==> src/rtl/handshake_sync_pkg.sv <==
// Shared types and constants for the toggle req/ack CDC handshake.
// Both ends of the handshake import this package.
`timescale 1ns/100ps
package handshake_sync_pkg;

    typedef enum logic [0:0] {
        IDLE  = 1'b0,
        VALID = 1'b1
    } rx_state_e;

    localparam int unsigned SYNC_STAGES_DEFAULT = 32'd2;

    // Both toggle lines leave reset at this level, so equal levels mean "nothing outstanding".
    localparam logic TGL_RESET_LEVEL = 1'b0;

    function automatic logic tgl_pending(input logic req_tgl, input logic ack_tgl);
        return req_tgl ^ ack_tgl;
    endfunction

endpackage

==> src/rtl/handshake_sync_rx_if.sv <==
// Handshake bus seen by the destination end: source toggle/data in, ack back,
// and the downstream valid/ready port with its transfer counter.
`timescale 1ns/100ps
interface handshake_sync_rx_if #(
    parameter int unsigned WIDTH     = 32'd10,
    parameter int unsigned CNT_WIDTH = 32'd16
);
    logic                 i_req_tgl;
    logic [WIDTH-1:0]     i_data;
    logic                 o_ack_tgl;
    logic [WIDTH-1:0]     o_data;
    logic                 o_valid;
    logic                 i_ready;
    logic [CNT_WIDTH-1:0] o_xfer_count;

    modport master (
        output i_req_tgl, i_data, i_ready,
        input  o_ack_tgl, o_data, o_valid, o_xfer_count
    );

    modport slave (
        input  i_req_tgl, i_data, i_ready,
        output o_ack_tgl, o_data, o_valid, o_xfer_count
    );
endinterface

==> src/rtl/sync_ff_chain.sv <==
// Single-bit multi-flop synchronizer with synchronous active-low reset.
// Used for the request here and for the acknowledge on the source side.
`timescale 1ns/100ps
module sync_ff_chain
    import handshake_sync_pkg::*;
#(
    parameter int unsigned SYNC_STAGES = SYNC_STAGES_DEFAULT
) (
    input  logic i_clk,
    input  logic i_reset_n,
    input  logic i_async,
    output logic o_sync
);

    logic [SYNC_STAGES-1:0] sync_r;

    // Shift chain: stage 0 samples the asynchronous input.
    always_ff @(posedge i_clk) begin
        if (!i_reset_n) begin
            sync_r <= {SYNC_STAGES{TGL_RESET_LEVEL}};
        end else begin
            sync_r <= {sync_r[SYNC_STAGES-2:0], i_async};
        end
    end

    assign o_sync = sync_r[SYNC_STAGES-1];

endmodule

==> src/rtl/handshake_sync_rx.sv <==
// Destination end of the toggle req/ack handshake: synchronizes the request,
// captures the held source word and acks only once downstream accepts it.
`timescale 1ns/100ps
module handshake_sync_rx
    import handshake_sync_pkg::*;
#(
    parameter int unsigned WIDTH       = 32'd10,
    parameter int unsigned SYNC_STAGES = SYNC_STAGES_DEFAULT,
    parameter int unsigned CNT_WIDTH   = 32'd16
) (
    input  logic               i_clk,
    input  logic               i_reset_n,
    handshake_sync_rx_if.slave bus
);

    logic                 req_s;
    logic                 pending_s;
    rx_state_e            state_r;
    rx_state_e            state_s;
    logic [WIDTH-1:0]     data_r;
    logic [WIDTH-1:0]     data_s;
    logic                 valid_r;
    logic                 valid_s;
    logic                 ack_r;
    logic                 ack_s;
    logic [CNT_WIDTH-1:0] count_r;
    logic [CNT_WIDTH-1:0] count_s;

    // Only the request crosses domains; i_data is held stable by the source while pending.
    sync_ff_chain #(
        .SYNC_STAGES (SYNC_STAGES)
    ) u_req_sync (
        .i_clk     (i_clk),
        .i_reset_n (i_reset_n),
        .i_async   (bus.i_req_tgl),
        .o_sync    (req_s)
    );

    assign pending_s = tgl_pending(req_s, ack_r);

    // Next-state and datapath decode; the ack is withheld while the word waits downstream.
    always_comb begin
        state_s = state_r;
        data_s  = data_r;
        valid_s = valid_r;
        ack_s   = ack_r;
        count_s = count_r;
        case (state_r)
            IDLE: begin
                if (pending_s) begin
                    data_s  = bus.i_data;
                    valid_s = 1'b1;
                    state_s = VALID;
                end else begin
                    state_s = IDLE;
                end
            end
            VALID: begin
                if (valid_r && bus.i_ready) begin
                    valid_s = 1'b0;
                    ack_s   = ~ack_r;
                    count_s = count_r + CNT_WIDTH'(1'b1);
                    state_s = IDLE;
                end else begin
                    state_s = VALID;
                end
            end
            default: begin
                valid_s = 1'b0;
                state_s = IDLE;
            end
        endcase
    end

    // State and output registers; a reset mid-transfer drops the word without acking.
    always_ff @(posedge i_clk) begin
        if (!i_reset_n) begin
            state_r <= IDLE;
            data_r  <= {WIDTH{1'b0}};
            valid_r <= 1'b0;
            ack_r   <= TGL_RESET_LEVEL;
            count_r <= {CNT_WIDTH{1'b0}};
        end else begin
            state_r <= state_s;
            data_r  <= data_s;
            valid_r <= valid_s;
            ack_r   <= ack_s;
            count_r <= count_s;
        end
    end

    assign bus.o_ack_tgl    = ack_r;
    assign bus.o_data       = data_r;
    assign bus.o_valid      = valid_r;
    assign bus.o_xfer_count = count_r;

endmodule

==> src/flat_wrapper.sv <==
// flat-port wrapper written by rule: the top's interface ports become plain ports
module handshake_sync_rx_flat import handshake_sync_pkg::*;
#(
    parameter int unsigned WIDTH       = 32'd10,
    parameter int unsigned SYNC_STAGES = SYNC_STAGES_DEFAULT,
    parameter int unsigned CNT_WIDTH   = 32'd16
)
  (i_clk, i_reset_n, bus_i_req_tgl, bus_i_data, bus_i_ready, bus_o_ack_tgl, bus_o_data, bus_o_valid, bus_o_xfer_count);
  handshake_sync_rx_if #(.WIDTH(WIDTH), .CNT_WIDTH(CNT_WIDTH)) bus_i ();
  input  logic i_clk;
  input  logic i_reset_n;
  input wire logic [$bits(bus_i.i_req_tgl)-1:0] bus_i_req_tgl;
  input wire logic [$bits(bus_i.i_data)-1:0] bus_i_data;
  input wire logic [$bits(bus_i.i_ready)-1:0] bus_i_ready;
  output wire logic [$bits(bus_i.o_ack_tgl)-1:0] bus_o_ack_tgl;
  output wire logic [$bits(bus_i.o_data)-1:0] bus_o_data;
  output wire logic [$bits(bus_i.o_valid)-1:0] bus_o_valid;
  output wire logic [$bits(bus_i.o_xfer_count)-1:0] bus_o_xfer_count;
  assign bus_i.i_req_tgl = bus_i_req_tgl;
  assign bus_i.i_data = bus_i_data;
  assign bus_i.i_ready = bus_i_ready;
  assign bus_o_ack_tgl = bus_i.o_ack_tgl;
  assign bus_o_data = bus_i.o_data;
  assign bus_o_valid = bus_i.o_valid;
  assign bus_o_xfer_count = bus_i.o_xfer_count;
  handshake_sync_rx #(.WIDTH(WIDTH), .SYNC_STAGES(SYNC_STAGES), .CNT_WIDTH(CNT_WIDTH)) u_core (.i_clk(i_clk), .i_reset_n(i_reset_n), .bus(bus_i));
endmodule
==> config.mk <==
export PLATFORM = sky130hd
export DESIGN_NAME = handshake_sync_rx_flat
export DESIGN_NICKNAME = d
export VERILOG_FILES = /design/src/rtl/handshake_sync_pkg.sv /design/src/rtl/handshake_sync_rx_if.sv /design/src/rtl/sync_ff_chain.sv /design/src/rtl/handshake_sync_rx.sv /design/src/flat_wrapper.sv
export SDC_FILE = /design/constraint.sdc
export NUM_CORES = 1
export LEC_CHECK = 0
export ABC_AREA = 1
export ABC_CLOCK_PERIOD_IN_PS = 1650
export CAP_MARGIN = 20
export CORE_ASPECT_RATIO = 1.2
export CORE_MARGIN = 4
export CORE_UTILIZATION = 46
export DETAILED_ROUTE_END_ITERATION = 7
export HOLD_SLACK_MARGIN = 0.05
export PLACE_DENSITY = 0.88
export SETUP_SLACK_MARGIN = 0.05
export SKIP_LAST_GASP = 1
export SLEW_MARGIN = 20
export SYNTH_ARGS = -nofsm -noshare
export SYNTH_HDL_FRONTEND = slang
export SYNTH_HIERARCHICAL = 1
export SYNTH_SLANG_ARGS = --single-unit
==> constraint.sdc <==
create_clock -name i_clk -period 1.65 [get_ports i_clk]
set_input_delay 0.4125 -clock i_clk [delete_from_list [all_inputs] [get_ports i_clk]]
set_output_delay 0.4125 -clock i_clk [all_outputs]
set_load 0.03 [all_outputs]
# After elaboration in Yosys (flattened, before gate mapping)
# Index checks and enable logic that the tools add are counted.
word_totals:
  reg_bits: 31
  inputBits: 14
  output_inout_bits: 28
  wordCells: 22
op_classes:
  n_addsub: 1
  n_eq_ne: 2
  n_mux: 6
  bitwise: 3
  n_reduce_logical: 4
ops:
  columns: ["operator", "n"]
  rows:
  - ["$add 16x1->16 const B", 1]
  - ["$reduce_and 2->1", 3]
  - ["$mux 1", 4]
  - ["$pmux 1 s2", 2]
  - ["$ne 2x1->1 const B", 1]
  - ["$ne 2x2->1 const B", 1]
  - ["$not 1->1", 2]
  - ["$logic_and 1x1->1", 1]
  - ["$xor 1x1->1", 1]

# Longest topological paths before layout
logic_depth:
  depth_word: 3
  mapped_depth: 8
  ltp_nobuf: 8

# Hierarchy
# Netlist, hierarchy kept.
by_module_without_submodules:
  columns: ["module", "instances", "cells_per_inst", "area_each_um2", "seq_area_each_um2"]
  rows:
  - ["handshake_sync_rx", 1, 187, 1335.0, 580.6]
  - ["sync_ff_chain", 1, 6, 55.1, 40.0]

# Least setup slack after synthesis
# OpenSTA, ideal clock, no wires.
synth_timing:
  kind: "reg2reg"
  from: "register u_core.count_r[0] (netlist: u_core/bus.o_xfer_count[0])"
  to: "register u_core.count_r[8] (netlist: u_core/bus.o_xfer_count[8])"
  setup_time_ns: 0.113
  t_arrival_ns: 1.358
  t_required_ns: 1.537
  setup_slack_ns: 0.179
  stages_incl_launch_ff: 7
  path_buffers: 0
  period_less_slack_ns: 1.471
  cell_sequence: "dfxtp_1 > ha_1 > nand4_1 > nor2_4 > nand2_2 > o21ai_1 > nor2_1"
synth_between:
  elab_chain_cells: 1
synth_lines:
  columns: ["element", "line_no", "source"]
  rows:
  - ["from (decl)", "handshake_sync_rx.sv:26", "logic [CNT_WIDTH-1:0] count_r;"]
  - ["from (signal assigned)", "handshake_sync_rx.sv:82", "count_r <= {CNT_WIDTH{1'b0}};"]
  - ["from (signal assigned)", "handshake_sync_rx.sv:88", "count_r <= count_s;"]
  - ["$add 16x1->16", "handshake_sync_rx.sv:62", "count_s = count_r + CNT_WIDTH'(1'b1);"]
# Every way passes these cells.
# A chain may end at the register's enable or synchronous reset.

# Final worst setup path
layout_timing:
  from: "register u_core.count_r[9] (netlist: u_core/bus.o_xfer_count[9])"
  to: "output bus_o_xfer_count[9]"
layout_rtl:
  columns: ["element", "line_no", "source"]
  rows:
  - ["to (decl)", "flat_wrapper.sv:18", "output wire logic [$bits(bus_i.o_xfer_count)-1:0] bus_o_xfer_count;"]
# No word-level cell between the ends.

==> impl_metrics.toml <==
[route]
vias = 1378
viasPerCell = 4.77
drtIter0Drc = 31
ant_nets = 0
routed_wl_mm = 3.13
drc_errors = 0
drt-pass1-iter-count = 4
wl_per_cell_microns = 10.8

[cells_and_area]
fin_nets = 269
layout.cells.non_filler = 289
diodes = 0
post-route-util = 0.690
final_area_sq_um = 1960
syn_to_final_growth_pct = 41.0
drive_gt1_frac = 0.153

[logic_synthesis]
ys_ff_latch = 31
ys_seq_area_frac = 0.446
synth_cell_types = 23
synth_top_area_cell = "dfxtp_1"
synth_area_sq_um = 1390
yosysTopAreaCellShare = 0.446
ys_top_cells_by_area = "dfxtp_1 (45%), nand2_1 (9.5%), inv_1 (8.9%)"
yosys_warnings = 6
synth_cells = 193
syn_nets = 208
avgSynthCellArea_sq_um = 7.20

[sta]
setup_viol = 0
period_needed_ns = 1.54
hold_viol_final = 0
maxClockFrequency_mhz = 649
finalCritPeriodShare = 0.934
rsz0062_at_grt = "no"
slew_viol_final = 0
worst_slew_pin_slew_ns = 0.329
fin_worst_skew_ns = 0.0133
timing.slew.headroom = 0.782

[power]
powerDensity_nw_per_um2 = 695
ir_drop_mv = 0.604
leakage_nw = 0.905
power_mw = 1.36

[setup_path]
start_kind = "flop"
worstPathCellList = "clkdlybuf4s15_1"
cp_max_fo = 5
crit_arrival_ns = 1.13
cp.required_ns = 1.24
crit_family = "flip-flops"
criticalPathCategory = "reg2out"
worst-path-buf-inv = 1
endpoint_kind = "output pin"
slowest_stage = "dfxtp_1"
cp_slowest_stage_delay_ns = 0.41

[floorplan]
ioPinCount = 42
die_w_microns = 58.2
core_sq_um = 2840
die_y_microns = 68.2
initial_core_util = 0.490
row_count = 21
die_area_sq_um = 3970

[clock_tree]
cts.clk_slew.worst_paths_ns = 0.10
cts_tree = "done"
clock_latency_ns = 0.34
cts_inserted_buffers = 5
clock_tree.root_cell = "clkbuf_4"
ctsHoldBuffers = 0
clockBufferDepth = 2
clock-sinks = 31
cts-htree-levels = 2
cts_resized = 28
postCtsSetupBuffers = 0

[global_route]
grt_use_total = 0.178
grt_max_degree = 22
grt_pass1_vias = 1349
grt_pass1_wl_mm = 5.37
antenna_found_initial = 0
overflow = 0

[status]
outcome = "finished clean"

[run]
cap_violations = 0

[place]
place_area_sq_um = 1950
port_buffers = 41
hpwl_mm = 2.48
routabilityCongestion = 0.807
dpl.cell_count = 281

[min_path]
hp-class = "reg2reg"
worst register-to-register path, stage by stage (launching register included):
cell and delay, ns:
dfxtp_1 0.42, ha_1 0.20, nand4_1 0.18, nor2_4 0.21, nand2_2 0.07, o21ai_1 0.12, nor2_1 0.04
sequential cells by signal, summed over array words and instances (netlist names):
name and cells:
u_core/bus.o_xfer_count 16, u_core/bus.o_data 10, u_core/u_req_sync/sync_r 2, u_core/bus.o_ack_tgl 1
u_core/bus.o_valid 1, u_core/state_r 1
cells in the mapped netlist, drive strengths merged:
cell type   n
ha          1
dfxtp      31
inv        34
o21a        3
clkbuf      1
o21ai      13
nor2       24
a21oi      22
nor3        3
nand3      13
buf         3
xor2        1
nand4       4
or2         1
nand2      38
nor3b       1
placed cells by master, fill, tap and decap left out, types with 4 or more instances in the layout:
master	netlist	final
clkdlybuf4s50_1	0	13
dfxtp_1	31	31
dlygate4sd2_1	0	23
nand2_1	35	35
buf_4	1	17
inv_1	33	33
nor2_1	19	19
o21ai_0	12	12
clkbuf_4	0	5
a21oi_1	22	22
nand4_1	4	4
nand3_1	10	10
path summary, 6_finish.rpt:
path | start | slack, ns | cells after the start | to
setup reg to reg | u_core/bus.o_xfer_count[0] | 0.30 | 6 | u_core/bus.o_xfer_count[8]
hold / removal | u_core/u_req_sync/sync_r[0] | 0.42 | 2 | u_core/u_req_sync/sync_r[1]
setup / recovery | u_core/bus.o_xfer_count[9] | 0.11 | 1 | bus_o_xfer_count[9]
hold reg to reg | u_core/u_req_sync/sync_r[0] | 0.42 | 2 | u_core/u_req_sync/sync_r[1]
final cells by class:
class | instances | area (sq um)
inverter | 34 | 128
fill | 246 | 878
multi-input combinational | 124 | 621
tap | 34 | 42.5
timing repair buffer | 58 | 494
clock buffer | 6 | 41.3
clock inverter | 2 | 12.5
sequential | 31 | 621
layer usage:
layer / track usage / up-vias / wire length (microns)
li1: - / 733 / -
met1: 0.180 / 597 / 1310
met2: 0.318 / 42 / 1520
met3: 0.0811 / 6 / 254
met4: 0.0725 / 0 / 53
met5: 0 / - / 0
logic make-up after synthesis:
family | after synthesis | synth area share
adders and majority gates | 1 | 0.00900
DFF | 31 | 0.446
buffers and inverters | 38 | 0.107
and+or+nand+nor | 84 | 0.289
AOI/OAI and AO/OA | 38 | 0.142
xor gates and xnor gates | 1 | 0.00630
through the flow:
step | setup TNS [ns] | hold slack [ns] | worst slack [ns]
2_1_floorplan | 0 | 0.390 | 0.179
3_3_place_gp | -0.0246 | 0.397 | -0.0246
3_5_place_dp | -0.0717 | 0.404 | -0.0293
4_1_cts | 0 | 0.426 | 0.0409
5_1_grt | 0 | 0.432 | 0.0608
6_report | 0 | 0.423 | 0.109
report_power, final:
group          switching [mW]  internal (mW)
sequential            0.00990          0.768
clock                   0.270          0.164
combinational          0.0828         0.0660
Power figures use the tool's default switching activity.
